## src/rtl/alu_pkg.sv

```systemverilog
// Shared op codes, operand select codes and FSM states for the
// ALU operand sequencing stage.
package alu_pkg;

    localparam logic [3:0] OP_AND = 4'b0000;
    localparam logic [3:0] OP_OR  = 4'b0001;
    localparam logic [3:0] OP_ADD = 4'b0010;
    localparam logic [3:0] OP_SLL = 4'b0011;
    localparam logic [3:0] OP_SRL = 4'b0100;
    localparam logic [3:0] OP_SUB = 4'b0110;
    localparam logic [3:0] OP_SLT = 4'b0111;
    localparam logic [3:0] OP_MUL = 4'b1011;

    localparam logic SRC_A_RS = 1'b0;
    localparam logic SRC_A_PC = 1'b1;

    localparam logic [1:0] SRC_B_RT   = 2'b00;
    localparam logic [1:0] SRC_B_FOUR = 2'b01;
    localparam logic [1:0] SRC_B_IMM  = 2'b10;
    localparam logic [1:0] SRC_B_IMM4 = 2'b11;

    localparam int CONST_FOUR = 4;

    typedef enum logic [1:0] {
        ST_IDLE = 2'd0,
        ST_EXEC = 2'd1,
        ST_DONE = 2'd2
    } state_e;

endpackage

```

## src/rtl/alu_src_mux.sv

```systemverilog
// Operand selection for the ALU: sign-extended and word-shifted
// immediates plus the A and B source muxes.
module alu_src_mux
    import alu_pkg::*;
#(
    parameter int WL = 32
) (
    input  logic          src_a_sel_i,
    input  logic [1:0]    src_b_sel_i,
    input  logic [WL-1:0] rs_i,
    input  logic [WL-1:0] rt_i,
    input  logic [WL-1:0] pc_i,
    input  logic [15:0]   imm16_i,
    output logic [WL-1:0] a_o,
    output logic [WL-1:0] b_o
);

    logic [WL-1:0] sext;
    logic [WL-1:0] sext4;

    assign sext  = {{(WL-16){imm16_i[15]}}, imm16_i};
    // Top two bits fall off; branch offsets never need them.
    assign sext4 = {sext[WL-3:0], 2'b00};

    always_comb begin
        a_o = (src_a_sel_i == SRC_A_PC) ? pc_i : rs_i;
        b_o = rt_i;
        unique case (src_b_sel_i)
            SRC_B_RT:   b_o = rt_i;
            SRC_B_FOUR: b_o = WL'(CONST_FOUR);
            SRC_B_IMM:  b_o = sext;
            SRC_B_IMM4: b_o = sext4;
        endcase
    end

endmodule

```

## src/rtl/alu_operand_stage.sv

```systemverilog
// Latches operands on start, holds them on the ALU for the execute
// window, then captures the result and pulses done.
module alu_operand_stage
    import alu_pkg::*;
#(
    parameter int WL         = 32,
    parameter int MUL_CYCLES = 2
) (
    input  logic          clk,
    input  logic          rst,
    input  logic          start,
    input  logic [WL-1:0] rs_data,
    input  logic [WL-1:0] rt_data,
    input  logic [WL-1:0] pc,
    input  logic [15:0]   imm16,
    input  logic          src_a_sel,
    input  logic [1:0]    src_b_sel,
    input  logic [3:0]    alu_op_in,
    input  logic [4:0]    shamt_in,
    output logic [WL-1:0] alu_in1,
    output logic [WL-1:0] alu_in2,
    output logic [3:0]    alu_sel,
    output logic [4:0]    shamt,
    input  logic [WL-1:0] alu_result,
    output logic [WL-1:0] result,
    output logic          zero_q,
    output logic          busy,
    output logic          done
);

    state_e        state_q, state_d;
    logic [3:0]    cnt_q, cnt_d;
    logic [WL-1:0] rs_q, rt_q, pc_q;
    logic [15:0]   imm_q;
    logic          sa_q;
    logic [1:0]    sb_q;
    logic [3:0]    op_q;
    logic [4:0]    sh_q;
    logic [WL-1:0] res_q;
    logic          zf_q;
    logic          load;
    logic          capture;

    always_comb begin
        state_d = state_q;
        cnt_d   = cnt_q;
        load    = 1'b0;
        capture = 1'b0;
        unique case (state_q)
            ST_IDLE: begin
                if (start) begin
                    load    = 1'b1;
                    state_d = ST_EXEC;
                    cnt_d   = (alu_op_in == OP_MUL) ?
                              4'(MUL_CYCLES - 1) : 4'd0;
                end
            end
            ST_EXEC: begin
                if (cnt_q == 4'd0) begin
                    state_d = ST_DONE;
                    capture = 1'b1;
                end else begin
                    cnt_d = cnt_q - 4'd1;
                end
            end
            ST_DONE: state_d = ST_IDLE;
            default: state_d = ST_IDLE;
        endcase
    end

    always_ff @(posedge clk) begin
        if (rst) begin
            state_q <= ST_IDLE;
            cnt_q   <= '0;
            rs_q    <= '0;
            rt_q    <= '0;
            pc_q    <= '0;
            imm_q   <= '0;
            sa_q    <= 1'b0;
            sb_q    <= '0;
            op_q    <= '0;
            sh_q    <= '0;
            res_q   <= '0;
            zf_q    <= 1'b0;
        end else begin
            state_q <= state_d;
            cnt_q   <= cnt_d;
            if (load) begin
                rs_q  <= rs_data;
                rt_q  <= rt_data;
                pc_q  <= pc;
                imm_q <= imm16;
                sa_q  <= src_a_sel;
                sb_q  <= src_b_sel;
                op_q  <= alu_op_in;
                sh_q  <= shamt_in;
            end
            if (capture) begin
                res_q <= alu_result;
                zf_q  <= (alu_result == '0);
            end
        end
    end

    alu_src_mux #(.WL(WL)) u_mux (
        .src_a_sel_i (sa_q),
        .src_b_sel_i (sb_q),
        .rs_i        (rs_q),
        .rt_i        (rt_q),
        .pc_i        (pc_q),
        .imm16_i     (imm_q),
        .a_o         (alu_in1),
        .b_o         (alu_in2)
    );

    assign alu_sel = op_q;
    assign shamt   = sh_q;
    assign result  = res_q;
    assign zero_q  = zf_q;
    assign busy    = (state_q != ST_IDLE);
    assign done    = (state_q == ST_DONE);

endmodule

```

## config.mk

```make
export PLATFORM = sky130hd
export DESIGN_NAME = alu_operand_stage
export DESIGN_NICKNAME = d
export VERILOG_FILES = /design/src/rtl/alu_pkg.sv /design/src/rtl/alu_src_mux.sv /design/src/rtl/alu_operand_stage.sv
export SDC_FILE = /design/constraint.sdc
export NUM_CORES = 1
export LEC_CHECK = 0
export BUFFER_PORTS_ARGS = -buffer_cell sky130_fd_sc_hd__buf_2
export CORE_MARGIN = 5
export CORE_UTILIZATION = 40
export DETAILED_ROUTE_END_ITERATION = 12
export PLACE_DENSITY = 0.72
export SLEW_MARGIN = 20
export SYNTH_ARGS = -nofsm -noshare
export SYNTH_HDL_FRONTEND = slang
export SYNTH_HIERARCHICAL = 1
export SYNTH_SLANG_ARGS = --single-unit
```

## constraint.sdc

```tcl
create_clock -name clk -period 2.6 [get_ports clk]
set_clock_uncertainty 0.2 [all_clocks]
set_input_delay 0 -clock clk [delete_from_list [all_inputs] [get_ports clk]]
set_output_delay 0 -clock clk [all_outputs]
set_load 0.02 [all_outputs]
```

# After elaboration in Yosys (flattened, before gate mapping)
# Cells that the tools add are included.
# totals
inputBits	159
wordCells	43
latch_bits	0
ram_bits	0
romBits	0
n_memories	0
reg_bits	163
out_inout_bits	108
# classes
n_mul	0
shifts	0
addsub	1
n_bitwise	0
n_eq_ne	9
div	0
magnitude_cmp	0
n_reduce_logical	8
mux	13
# op_table
operator	n
$pmux 32 s4	1
$logic_not 32->1	1
$mux 32	1
$mux 4	2
$pmux 4 s2	1
$eq 2x2->1 const B	3
$ne 2x2->1 const B	3
$mux 1	5
$eq 2x1->1 const B	2
$eq 4x4->1 const B	1
$logic_not 2->1	2
$logic_not 4->1	1
$mux 2	2
$pmux 2 s2	1
$reduce_bool 2->1	2
$sub 4x1->4 const B	1
$reduce_and 3->1	1
$reduce_and 2->1	1

# Longest topological paths before layout
# Gate-level depths: netlist of run 1.
# depth
word_depth	4
ltp_mapped	6
depth_no_buf	5

# By module
# Netlist of run 1, hierarchy kept.
# modules_own_cells
mod	seq_area_each_um2	cells_each	area_each_um2	n_inst
alu_operand_stage	3263.1	736	5864.4	1
alu_src_mux	0.0	112	939.7	1

# Worst setup path after synthesis of run 1
# OpenSTA, ideal clock, no wires.
# synth_path
path_type	register to register
start	register cnt_q[0]
end	register cnt_q[3]
stages_incl_launch_ff	6
required_time_ps	2330
path_slack_ps	877
period_less_slack_ps	1723
setup_ps	70
arrival_ps	1454
cell_sequence	dfxtp_1 -> inv_1 -> ha_1 -> and4bb_2 -> or4_1 -> a21oi_1
# synth_via
elab_chain_cells	3
elab_cells_between_ends	6
# synth_lines
item	line	source
start, declared	alu_operand_stage.sv:32	logic [3:0] cnt_q, cnt_d;
start signal, assigned	alu_operand_stage.sv:87	cnt_q <= cnt_d;
$sub 4x1->4 or $logic_not 4->1 (tied branches)	alu_operand_stage.sv:63, alu_operand_stage.sv:59	
$mux 4 or $ne 2x2->1 (tied branches)	--	
$pmux 4 s2 or $reduce_and 3->1 (tied branches)	--	
# Several ways; a longest one is shown, not always the timed one. The select of a mux whose other input is x is not followed.
# A chain may end at the register's enable or synchronous reset.

# Worst setup path after layout of run 1
# layout_path
start	register cnt_q[0]
end	register res_q[13] (netlist: result[13])
# layout_via
elab_chain_cells	3
# layout_lines
item	line	source
$logic_not 4->1	alu_operand_stage.sv:59	if (cnt_q == 4'd0) begin
$mux 1	alu_operand_stage.sv:59	
$mux 1	alu_operand_stage.sv:49	unique case (state_q)
end signal, assigned	alu_operand_stage.sv:99	res_q <= alu_result;
end, declared	alu_operand_stage.sv:39	logic [WL-1:0] res_q;
# Every way passes these cells.

==> results of run 1 <==
[per-layer routing]
layer,wire [um],global-route usage,part of all wire
met1,10040,0.2924,0.41
met4,796,0.1005,0.032
met2,11910,0.4035,0.49
met3,1777,0.06339,0.072
met5,0,0,0
[area by class of cell]
type                    count  area [um^2]  area share
clock buffers              19        452.9     0.04154
multi-input cells         608         3183      0.2919
well taps                 220        275.3     0.02525
inverters                   4        15.01    0.001377
clock inverters            13        171.4     0.01572
flip-flops and latches    163         3264      0.2994
repair buffers            485         3541      0.3248
[through the flow]
step	worst slack [ns]	utilization	cell area, um^2
floorplan	0.8765	-	6804
global placement	0.6374	0.4942	8224
detailed placement	0.5749	0.4942	8224
CTS	0.07135	0.6550	10900
global route	0.001493	0.6551	10900
finish	0.1126	0.6551	10900
[power by group]
part | switching (uW) | internal (uW)
registers | 173 | 2760
logic | 1230 | 869
clock network | 1070 | 1580
total | 2470 | 5210
[state kept, by name, summed over array words and instances, names as in the netlist]
register  flops
rt_q         32
result       32
cnt_q         4
shamt         5
imm_q        16
sa_q          1
state_q       2
rs_q         32
alu_sel       4
zero_q        1
sb_q          2
pc_q         32
[worst max-delay path: cells and delay by family (launching register included)]
kind / cells / cell delay (ns)
flops: 1 / 0.32
compound gates: 2 / 0.24
fa+ha+maj: 1 / 0.19
buf+inv: 3 / 0.96
simple gates: 1 / 0.44
[how the worst max path moves through the flow]
stage | start | end | slack [ns]
global placement | cnt_q[0] | zero_q | 0.64
detailed placement | cnt_q[0] | zero_q | 0.57
CTS | cnt_q[0] | result[31] | 0.07
floorplan | cnt_q[0] | cnt_q[3] | 0.88
global route | cnt_q[0] | result[13] | 0.001
finish | cnt_q[0] | result[13] | 0.11
[synth_stat cells, types with 2 or more instances]
| master | n |
|---|---|
| sky130_fd_sc_hd__mux2_2 | 30 |
| sky130_fd_sc_hd__mux2i_1 | 17 |
| sky130_fd_sc_hd__nand3_1 | 46 |
| sky130_fd_sc_hd__or3b_1 | 2 |
| sky130_fd_sc_hd__mux2_1 | 3 |
| sky130_fd_sc_hd__nor2b_1 | 3 |
| sky130_fd_sc_hd__nor4_1 | 8 |
| sky130_fd_sc_hd__clkbuf_1 | 44 |
| sky130_fd_sc_hd__o21ai_1 | 30 |
| sky130_fd_sc_hd__nor2_1 | 2 |
| sky130_fd_sc_hd__nand2b_1 | 2 |
| sky130_fd_sc_hd__a21oi_1 | 159 |
| sky130_fd_sc_hd__ha_1 | 2 |
| sky130_fd_sc_hd__o21ai_0 | 19 |
| sky130_fd_sc_hd__nor3_1 | 2 |
| sky130_fd_sc_hd__buf_2 | 19 |
| sky130_fd_sc_hd__a21o_1 | 15 |
| sky130_fd_sc_hd__nor3b_2 | 2 |
| sky130_fd_sc_hd__dfxtp_1 | 163 |
| sky130_fd_sc_hd__nand2_1 | 250 |
| sky130_fd_sc_hd__and4_1 | 2 |
| sky130_fd_sc_hd__inv_1 | 4 |
| sky130_fd_sc_hd__or4_1 | 3 |
| sky130_fd_sc_hd__buf_6 | 8 |
[cells by family (layout without fill, tap and decap cells)]
family / after synthesis / in the layout / synth area share
AND/OR/NAND/NOR: 328 / 328 / 0.2056
AO/OA/AOI/OAI: 228 / 228 / 0.1760
flip-flops: 163 / 163 / 0.4796
buffers and inverters: 77 / 521 / 0.05553
multiplexers: 50 / 50 / 0.07962
adder cells (fa/ha/maj): 2 / 2 / 0.003677
[repair_timing]
item                                    CTS  global route
endpoints found under the hold margin   161             0
endpoints found under the setup margin    0             9
setup buffers                             0             0
hold buffers                            205             0
gates resized for setup                   0             1
==> flow_results.xml, run 1 <==
<?xml version="1.0" encoding="UTF-8"?>
<metrics>
  <group name="min_path">
    <metric name="worstHoldStart" unit="">pc[16]</metric>
    <metric name="holdCritPathClass" unit="">in2reg</metric>
    <metric name="hold_end" unit="">pc_q[16]</metric>
    <metric name="hold-path-cell-count" unit="">4</metric>
  </group>
  <group name="synthesis">
    <metric name="ys_top_cells_by_area" unit="">sky130_fd_sc_hd__dfxtp_1, sky130_fd_sc_hd__nand2_1, sky130_fd_sc_hd__a21oi_1</metric>
    <metric name="syn-num-nets" unit="">1009</metric>
    <metric name="number_of_distinct_library_cell_variants_in_the_gate_level_netlist_after_synthesis" unit="">37</metric>
    <metric name="yosys.area.top_type" unit="">sky130_fd_sc_hd__dfxtp_1</metric>
    <metric name="yosys_warnings" unit="">6</metric>
    <metric name="synth.top_cell.area_share" unit="">0.4796</metric>
    <metric name="asyncSetResetFlopFracSynth" unit="">0</metric>
    <metric name="synth-seq-area-share" unit="">0.4796</metric>
    <metric name="synth_enable_flop_cells" unit="">0</metric>
    <metric name="top_flip_flop_cell_by_instance_count_after_synthesis" unit="">sky130_fd_sc_hd__dfxtp_1</metric>
    <metric name="number_of_standard_cells_after_synthesis" unit="">848</metric>
    <metric name="synth.ff_latch_count" unit="">163</metric>
    <metric name="postSynthAreaPerCell" unit="um^2">8.024</metric>
    <metric name="post_synth_instance_area" unit="um^2">6804</metric>
  </group>
  <group name="critical_path">
    <metric name="regToRegEndpoint" unit="">result[13]</metric>
    <metric name="critPathMaxFanout" unit="">26</metric>
    <metric name="cp-end-kind" unit="">flip-flop</metric>
    <metric name="worstPathArrival" unit="ns">2.58</metric>
    <metric name="worstSetupPathType" unit="">reg2reg</metric>
    <metric name="reg2regPathDepth" unit="">7</metric>
    <metric name="regToRegSetupSlack" unit="ns">0.11</metric>
    <metric name="stage_delay_of_the_slowest_cell_on_the_critical_path" unit="ns">0.62</metric>
    <metric name="data_required_critical_path" unit="ns">2.69</metric>
    <metric name="chain_of_cells_forming_the_critical_path" unit="">inv_1, ha_1, or3b_4, buf_4, o21ai_1, a21oi_1, dlygate4sd3_1</metric>
    <metric name="worstSetupStartpointType" unit="">flip-flop</metric>
    <metric name="rr_startpoint" unit="">cnt_q[0]</metric>
    <metric name="highest_delay_cell_along_the_critical_path" unit="">sky130_fd_sc_hd__dlygate4sd3_1</metric>
  </group>
  <group name="cells_and_area">
    <metric name="drive_above_1_share" unit="">0.2724</metric>
    <metric name="nFillCells" unit="">1257</metric>
    <metric name="antenna_cells_inserted" unit="">0</metric>
    <metric name="nNetsFinal" unit="">1440</metric>
    <metric name="area_growth_syn_to_layout" unit="%">60.24</metric>
    <metric name="finalNonFillerCells" unit="">1512</metric>
    <metric name="most-common-layout-cells" unit="">sky130_fd_sc_hd__buf_2, sky130_fd_sc_hd__nand2_1, sky130_fd_sc_hd__dlygate4sd3_1</metric>
    <metric name="final_common_cell" unit="">sky130_fd_sc_hd__buf_2</metric>
  </group>
  <group name="global_routing">
    <metric name="largest_net_degree_at_the_start_of_global_routing" unit="">100</metric>
    <metric name="grt_overflow_total" unit="">0</metric>
    <metric name="initial_antenna_violation_count" unit="">0</metric>
    <metric name="first_pass_grt_wire_length" unit="um">39310</metric>
    <metric name="grt_pass1_vias" unit="">7832</metric>
    <metric name="track_usage" unit="">0.2407</metric>
  </group>
  <group name="placed_design">
    <metric name="place.detailed.instances" unit="">1275</metric>
    <metric name="place.port_buffers" unit="">266</metric>
    <metric name="gpl.final_weighted_congestion" unit="">0.8061</metric>
    <metric name="dp_hpwl" unit="um">13690</metric>
  </group>
  <group name="cts">
    <metric name="root_buffer" unit="">sky130_fd_sc_hd__clkbuf_16</metric>
    <metric name="cts_made_buffers" unit="">17</metric>
    <metric name="ctsLongestPathBuffers" unit="">2</metric>
    <metric name="cts_tree" unit="">built</metric>
    <metric name="tritoncts_sinks" unit="">163</metric>
    <metric name="clock_latency" unit="ns">0.41</metric>
    <metric name="path_clk_slew" unit="ns">0.07</metric>
    <metric name="cts.htree.levels" unit="">4</metric>
  </group>
  <group name="timing">
    <metric name="grt_setup_unrepaired" unit="">false</metric>
    <metric name="highest_clock_rate" unit="MHz">402.0</metric>
    <metric name="max_slew_margin" unit="">0.5490</metric>
    <metric name="fin_crit" unit="ns">2.487</metric>
    <metric name="hold-worst-slack" unit="ns">0.1680</metric>
    <metric name="setup-violations-final" unit="">0</metric>
    <metric name="hold_viol_final" unit="">0</metric>
    <metric name="fin_setup_tns" unit="ns">0</metric>
    <metric name="worst_slew_pin_slew" unit="ns">0.6757</metric>
    <metric name="final.period_utilization" unit="">0.9567</metric>
    <metric name="timing_max_transition_violations_final" unit="">0</metric>
  </group>
  <group name="power">
    <metric name="power.ir.vdd_worst" unit="V">0.0004906</metric>
    <metric name="power_leakage" unit="uW">0.004957</metric>
    <metric name="power" unit="uW">7683</metric>
    <metric name="power_per_cell_area" unit="nW/um^2">704.6</metric>
  </group>
  <group name="route">
    <metric name="totalWireLength" unit="um">24530</metric>
    <metric name="drc" unit="">0</metric>
    <metric name="routed_via_density" unit="">5.130</metric>
    <metric name="route.detailed.wl_per_inst" unit="um">16.22</metric>
    <metric name="drt_pass1_iterations" unit="">5</metric>
    <metric name="initialDrtViolationCount" unit="">349</metric>
    <metric name="route.vias.total" unit="">7756</metric>
    <metric name="ant_nets" unit="">0</metric>
  </group>
  <group name="floorplan">
    <metric name="die_w" unit="um">140.4</metric>
    <metric name="die_h" unit="um">140.4</metric>
    <metric name="std_cell_rows" unit="">47</metric>
    <metric name="boundaryPins" unit="">267</metric>
    <metric name="fp.coreArea" unit="um^2">16640</metric>
    <metric name="die-area" unit="um^2">19720</metric>
    <metric name="initial_core_util" unit="">0.4088</metric>
  </group>
  <group name="job">
    <metric name="maxCapViolations" unit="">0</metric>
  </group>
  <group name="status">
    <metric name="outcome" unit="">finished clean</metric>
  </group>
</metrics>
Note: power is estimated with default switching activity, not from simulation.
==> run 2, diff against run 1 <==
Settings changed: ABC_AREA from default to 1, GPL_ROUTABILITY_DRIVEN from default to 0.
==> run 2 against run 1 <==
  * Worst setup slack improved by 0.18 ns
  * Design area fell by 4.8%
  * Critical path type is now reg2out
  * Critical path depth fell by 4
  * Combinational power fell by 13%
  * Fmax rose by 7.8%
  * Clock power fell by 2%
  * Sequential power rose by 2%
  * Worst hold slack got worse by 0.16 ns
  * Utilization fell by 3.4 points
  * Wire length fell by 6.8%
  * Sequential share of layout area rose by 1.5 points
  * Register-to-register slack improved by 0.43 ns
==> flow_results.xml, run 2 <==
<?xml version="1.0" encoding="UTF-8"?>
<metrics>
  <group name="floorplan">
    <metric name="std_cell_rows" unit="">47</metric>
    <metric name="die-area" unit="um^2">19810</metric>
    <metric name="initial_core_util" unit="">0.4093</metric>
    <metric name="fp.coreArea" unit="um^2">16700</metric>
    <metric name="die_h" unit="um">140.7</metric>
    <metric name="die_w" unit="um">140.7</metric>
    <metric name="boundaryPins" unit="">267</metric>
  </group>
  <group name="power">
    <metric name="power_per_cell_area" unit="nW/um^2">713.1</metric>
    <metric name="switching_power" unit="uW">2287</metric>
    <metric name="power.ir.vdd_worst" unit="V">0.0004721</metric>
    <metric name="clock_power_share" unit="">0.351</metric>
    <metric name="cell_internal_pwr" unit="uW">5114</metric>
    <metric name="power_leakage" unit="uW">0.004920</metric>
    <metric name="p_comb_frac" unit="">0.246</metric>
    <metric name="pwr-share-seq" unit="">0.404</metric>
    <metric name="power.share.switching" unit="">0.3090</metric>
  </group>
  <group name="cts">
    <metric name="cts_setup_buffers" unit="">0</metric>
    <metric name="clock_latency" unit="ns">0.42</metric>
    <metric name="cts_tree" unit="">built</metric>
    <metric name="cts.htree.levels" unit="">4</metric>
    <metric name="ctsLongestPathBuffers" unit="">2</metric>
    <metric name="path_clk_slew" unit="ns">0.06</metric>
    <metric name="tritoncts_sinks" unit="">163</metric>
    <metric name="cts_made_buffers" unit="">17</metric>
    <metric name="root_buffer" unit="">sky130_fd_sc_hd__clkbuf_16</metric>
  </group>
  <group name="critical_path">
    <metric name="crit_family" unit="">simple AND/OR/NAND/NOR gates</metric>
    <metric name="data_required_critical_path" unit="ns">2.40</metric>
    <metric name="regToRegSetupSlack" unit="ns">0.54</metric>
    <metric name="worstSetupStartpoint" unit="">sb_q[1]</metric>
    <metric name="reg2regPathDepth" unit="">8</metric>
    <metric name="worstSetupPathType" unit="">reg2out</metric>
    <metric name="stage_delay_of_the_slowest_cell_on_the_critical_path" unit="ns">0.74</metric>
    <metric name="cp_most_frequent_cell" unit="">sky130_fd_sc_hd__nand2_1</metric>
    <metric name="highest_delay_cell_along_the_critical_path" unit="">sky130_fd_sc_hd__dfxtp_1</metric>
    <metric name="cp-end-kind" unit="">output pin</metric>
    <metric name="timing.critical_path.depth" unit="">3</metric>
    <metric name="regToRegEndpoint" unit="">zero_q</metric>
    <metric name="critPathMaxFanout" unit="">16</metric>
    <metric name="rr_startpoint" unit="">cnt_q[0]</metric>
    <metric name="worstPathArrival" unit="ns">2.11</metric>
    <metric name="worstSetupStartpointType" unit="">flip-flop</metric>
    <metric name="critical_path_buf_inv_count" unit="">1</metric>
    <metric name="endpoint" unit="">alu_in2[17]</metric>
    <metric name="chain_of_cells_forming_the_critical_path" unit="">nand2_1, nand2_1, buf_2</metric>
  </group>
  <group name="global_routing">
    <metric name="grt_pass1_vias" unit="">7604</metric>
    <metric name="first_pass_grt_wire_length" unit="um">37090</metric>
    <metric name="track_usage" unit="">0.2273</metric>
    <metric name="largest_net_degree_at_the_start_of_global_routing" unit="">68</metric>
    <metric name="initial_antenna_violation_count" unit="">1</metric>
    <metric name="grt_overflow_total" unit="">0</metric>
  </group>
  <group name="timing">
    <metric name="max_slew_margin" unit="">0.5664</metric>
    <metric name="grt_setup_unrepaired" unit="">false</metric>
    <metric name="setup-violations-final" unit="">0</metric>
    <metric name="hold_viol_final" unit="">0</metric>
    <metric name="final.setup.worst_slack" unit="ns">0.2926</metric>
    <metric name="worst_slew_pin_slew" unit="ns">0.6495</metric>
    <metric name="fin_setup_tns" unit="ns">0</metric>
    <metric name="timing_max_transition_violations_final" unit="">0</metric>
    <metric name="highest_clock_rate" unit="MHz">433.4</metric>
    <metric name="fin_crit" unit="ns">2.307</metric>
    <metric name="final.period_utilization" unit="">0.8875</metric>
  </group>
  <group name="synthesis">
    <metric name="synth_enable_flop_cells" unit="">0</metric>
    <metric name="ys_top_cells_by_area" unit="">sky130_fd_sc_hd__dfxtp_1, sky130_fd_sc_hd__nor2_1, sky130_fd_sc_hd__o21ai_0</metric>
    <metric name="synth.top_cell.area_share" unit="">0.4773</metric>
    <metric name="synth-seq-area-share" unit="">0.4773</metric>
    <metric name="number_of_distinct_library_cell_variants_in_the_gate_level_netlist_after_synthesis" unit="">24</metric>
    <metric name="syn-num-nets" unit="">1129</metric>
    <metric name="top_flip_flop_cell_by_instance_count_after_synthesis" unit="">sky130_fd_sc_hd__dfxtp_1</metric>
    <metric name="synth.ff_latch_count" unit="">163</metric>
    <metric name="yosys.area.top_type" unit="">sky130_fd_sc_hd__dfxtp_1</metric>
    <metric name="number_of_standard_cells_after_synthesis" unit="">968</metric>
    <metric name="post_synth_instance_area" unit="um^2">6837</metric>
    <metric name="asyncSetResetFlopFracSynth" unit="">0</metric>
    <metric name="synth_common_cells" unit="">sky130_fd_sc_hd__nor2_1, sky130_fd_sc_hd__o21ai_0, sky130_fd_sc_hd__dfxtp_1</metric>
    <metric name="synth_most_common_cell" unit="">sky130_fd_sc_hd__nor2_1</metric>
    <metric name="yosys_warnings" unit="">6</metric>
    <metric name="postSynthAreaPerCell" unit="um^2">7.063</metric>
  </group>
  <group name="min_path">
    <metric name="worstHoldStart" unit="">start</metric>
    <metric name="holdCritPathClass" unit="">in2reg</metric>
  </group>
  <group name="route">
    <metric name="totalWireLength" unit="um">22850</metric>
    <metric name="initialDrtViolationCount" unit="">484</metric>
    <metric name="drt_pass1_iterations" unit="">5</metric>
    <metric name="route.vias.total" unit="">7704</metric>
    <metric name="ant_nets" unit="">0</metric>
    <metric name="route.detailed.wl_per_inst" unit="um">14.38</metric>
    <metric name="routed_via_density" unit="">4.848</metric>
    <metric name="drc" unit="">0</metric>
  </group>
  <group name="job">
    <metric name="maxCapViolations" unit="">0</metric>
  </group>
  <group name="placed_design">
    <metric name="dp_slack" unit="ns">0.6773</metric>
    <metric name="place.port_buffers" unit="">266</metric>
    <metric name="area_of_placed_instances" unit="um^2">8172</metric>
    <metric name="dp_hpwl" unit="um">13630</metric>
    <metric name="place.detailed.instances" unit="">1398</metric>
  </group>
  <group name="cells_and_area">
    <metric name="most-common-layout-cells" unit="">sky130_fd_sc_hd__nor2_1, sky130_fd_sc_hd__buf_2, sky130_fd_sc_hd__o21ai_0</metric>
    <metric name="finalNonFillerCells" unit="">1589</metric>
    <metric name="drive_above_1_share" unit="">0.2332</metric>
    <metric name="final_common_cell" unit="">sky130_fd_sc_hd__nor2_1</metric>
    <metric name="post-route-cell-area" unit="um^2">10380</metric>
    <metric name="area_growth_syn_to_layout" unit="%">51.79</metric>
    <metric name="nNetsFinal" unit="">1517</metric>
  </group>
  <group name="status">
    <metric name="outcome" unit="">finished clean</metric>
  </group>
</metrics>
==> run 2: how the worst min path moves through the flow <==
stage	to	slack [ns]	depth (start not counted)
final	alu_sel[2]	0.009	4
after global routing	alu_sel[2]	0.02	4
after CTS	sa_q	0.01	5
after detailed placement	pc_q[15]	0.06	3
after global placement	shamt[4]	0.05	3
after floorplan	cnt_q[0]	-0.13	1
==> run 2: final cells by class <==
class	count	area, um^2
fillers	1436	6324
clock buffers	22	484.2
well taps	220	275.3
inverters	56	215.2
diodes	1	2.502
flip-flops and latches	163	3264
clock inverters	9	127.6
repair buffers	436	3055
multi-input cells	682	2953
==> run 2: worst register-to-register path, delay by kind of cell (launching register included) <==
kind	cells	cell delay [ns]
AO/OA/AOI/OAI	1	0.06
adder cells (fa/ha/maj)	1	0.23
flip-flops	1	0.35
AND/OR/NAND/NOR	3	0.24
buffers and inverters	3	0.89
==> run 2: cells by family (layout without fill, tap and decap cells) <==
logic type	Yosys count	in the layout	synth area share
AND/OR/NAND/NOR	474	474	0.2758
AO/OA/AOI/OAI	205	205	0.1512
flip-flops	163	163	0.4773
adder cells (fa/ha/maj)	2	2	0.003660
buffers and inverters	123	523	0.09078
XOR/XNOR	1	1	0.001281
other	0	1	0
==> run 2: metrics by stage <==
step / power, uW / hold WS [ns] / utilization
finish: 7400 / 0.008786 / 0.6214
global route: 7822 / 0.02154 / 0.6214
CTS: 7438 / 0.01038 / 0.6212
detailed placement: 4644 / 0.05610 / 0.4893
global placement: 4612 / 0.05038 / 0.4893
floorplan: 4130 / -0.1309 / -
==> run 2: power groups by stage <==
stage	Combinational [uW]	Clock (uW)	Sequential, uW
2_1_floorplan	1040	0	3090
3_3_place_gp	1590	0	3020
3_5_place_dp	1610	0	3040
4_1_cts	1800	2660	2980
5_1_grt	2020	2780	3020
6_report	1820	2600	2990
==> run 2: repair_timing <==
action                                 in CTS  in global routing
hold buffers                              159                  0
endpoints found under the hold margin     160                  0
resized for setup                           0                  0
==> run 2: layer usage <==
layer	global-route usage	vias to the layer above	part of all wire	routed length [um]
li1	-	3845	-	-
met1	0.2669	3476	0.40	9127
met2	0.3836	317	0.49	11110
met3	0.06603	66	0.077	1759
met4	0.1045	0	0.037	856
met5	0	-	0	0
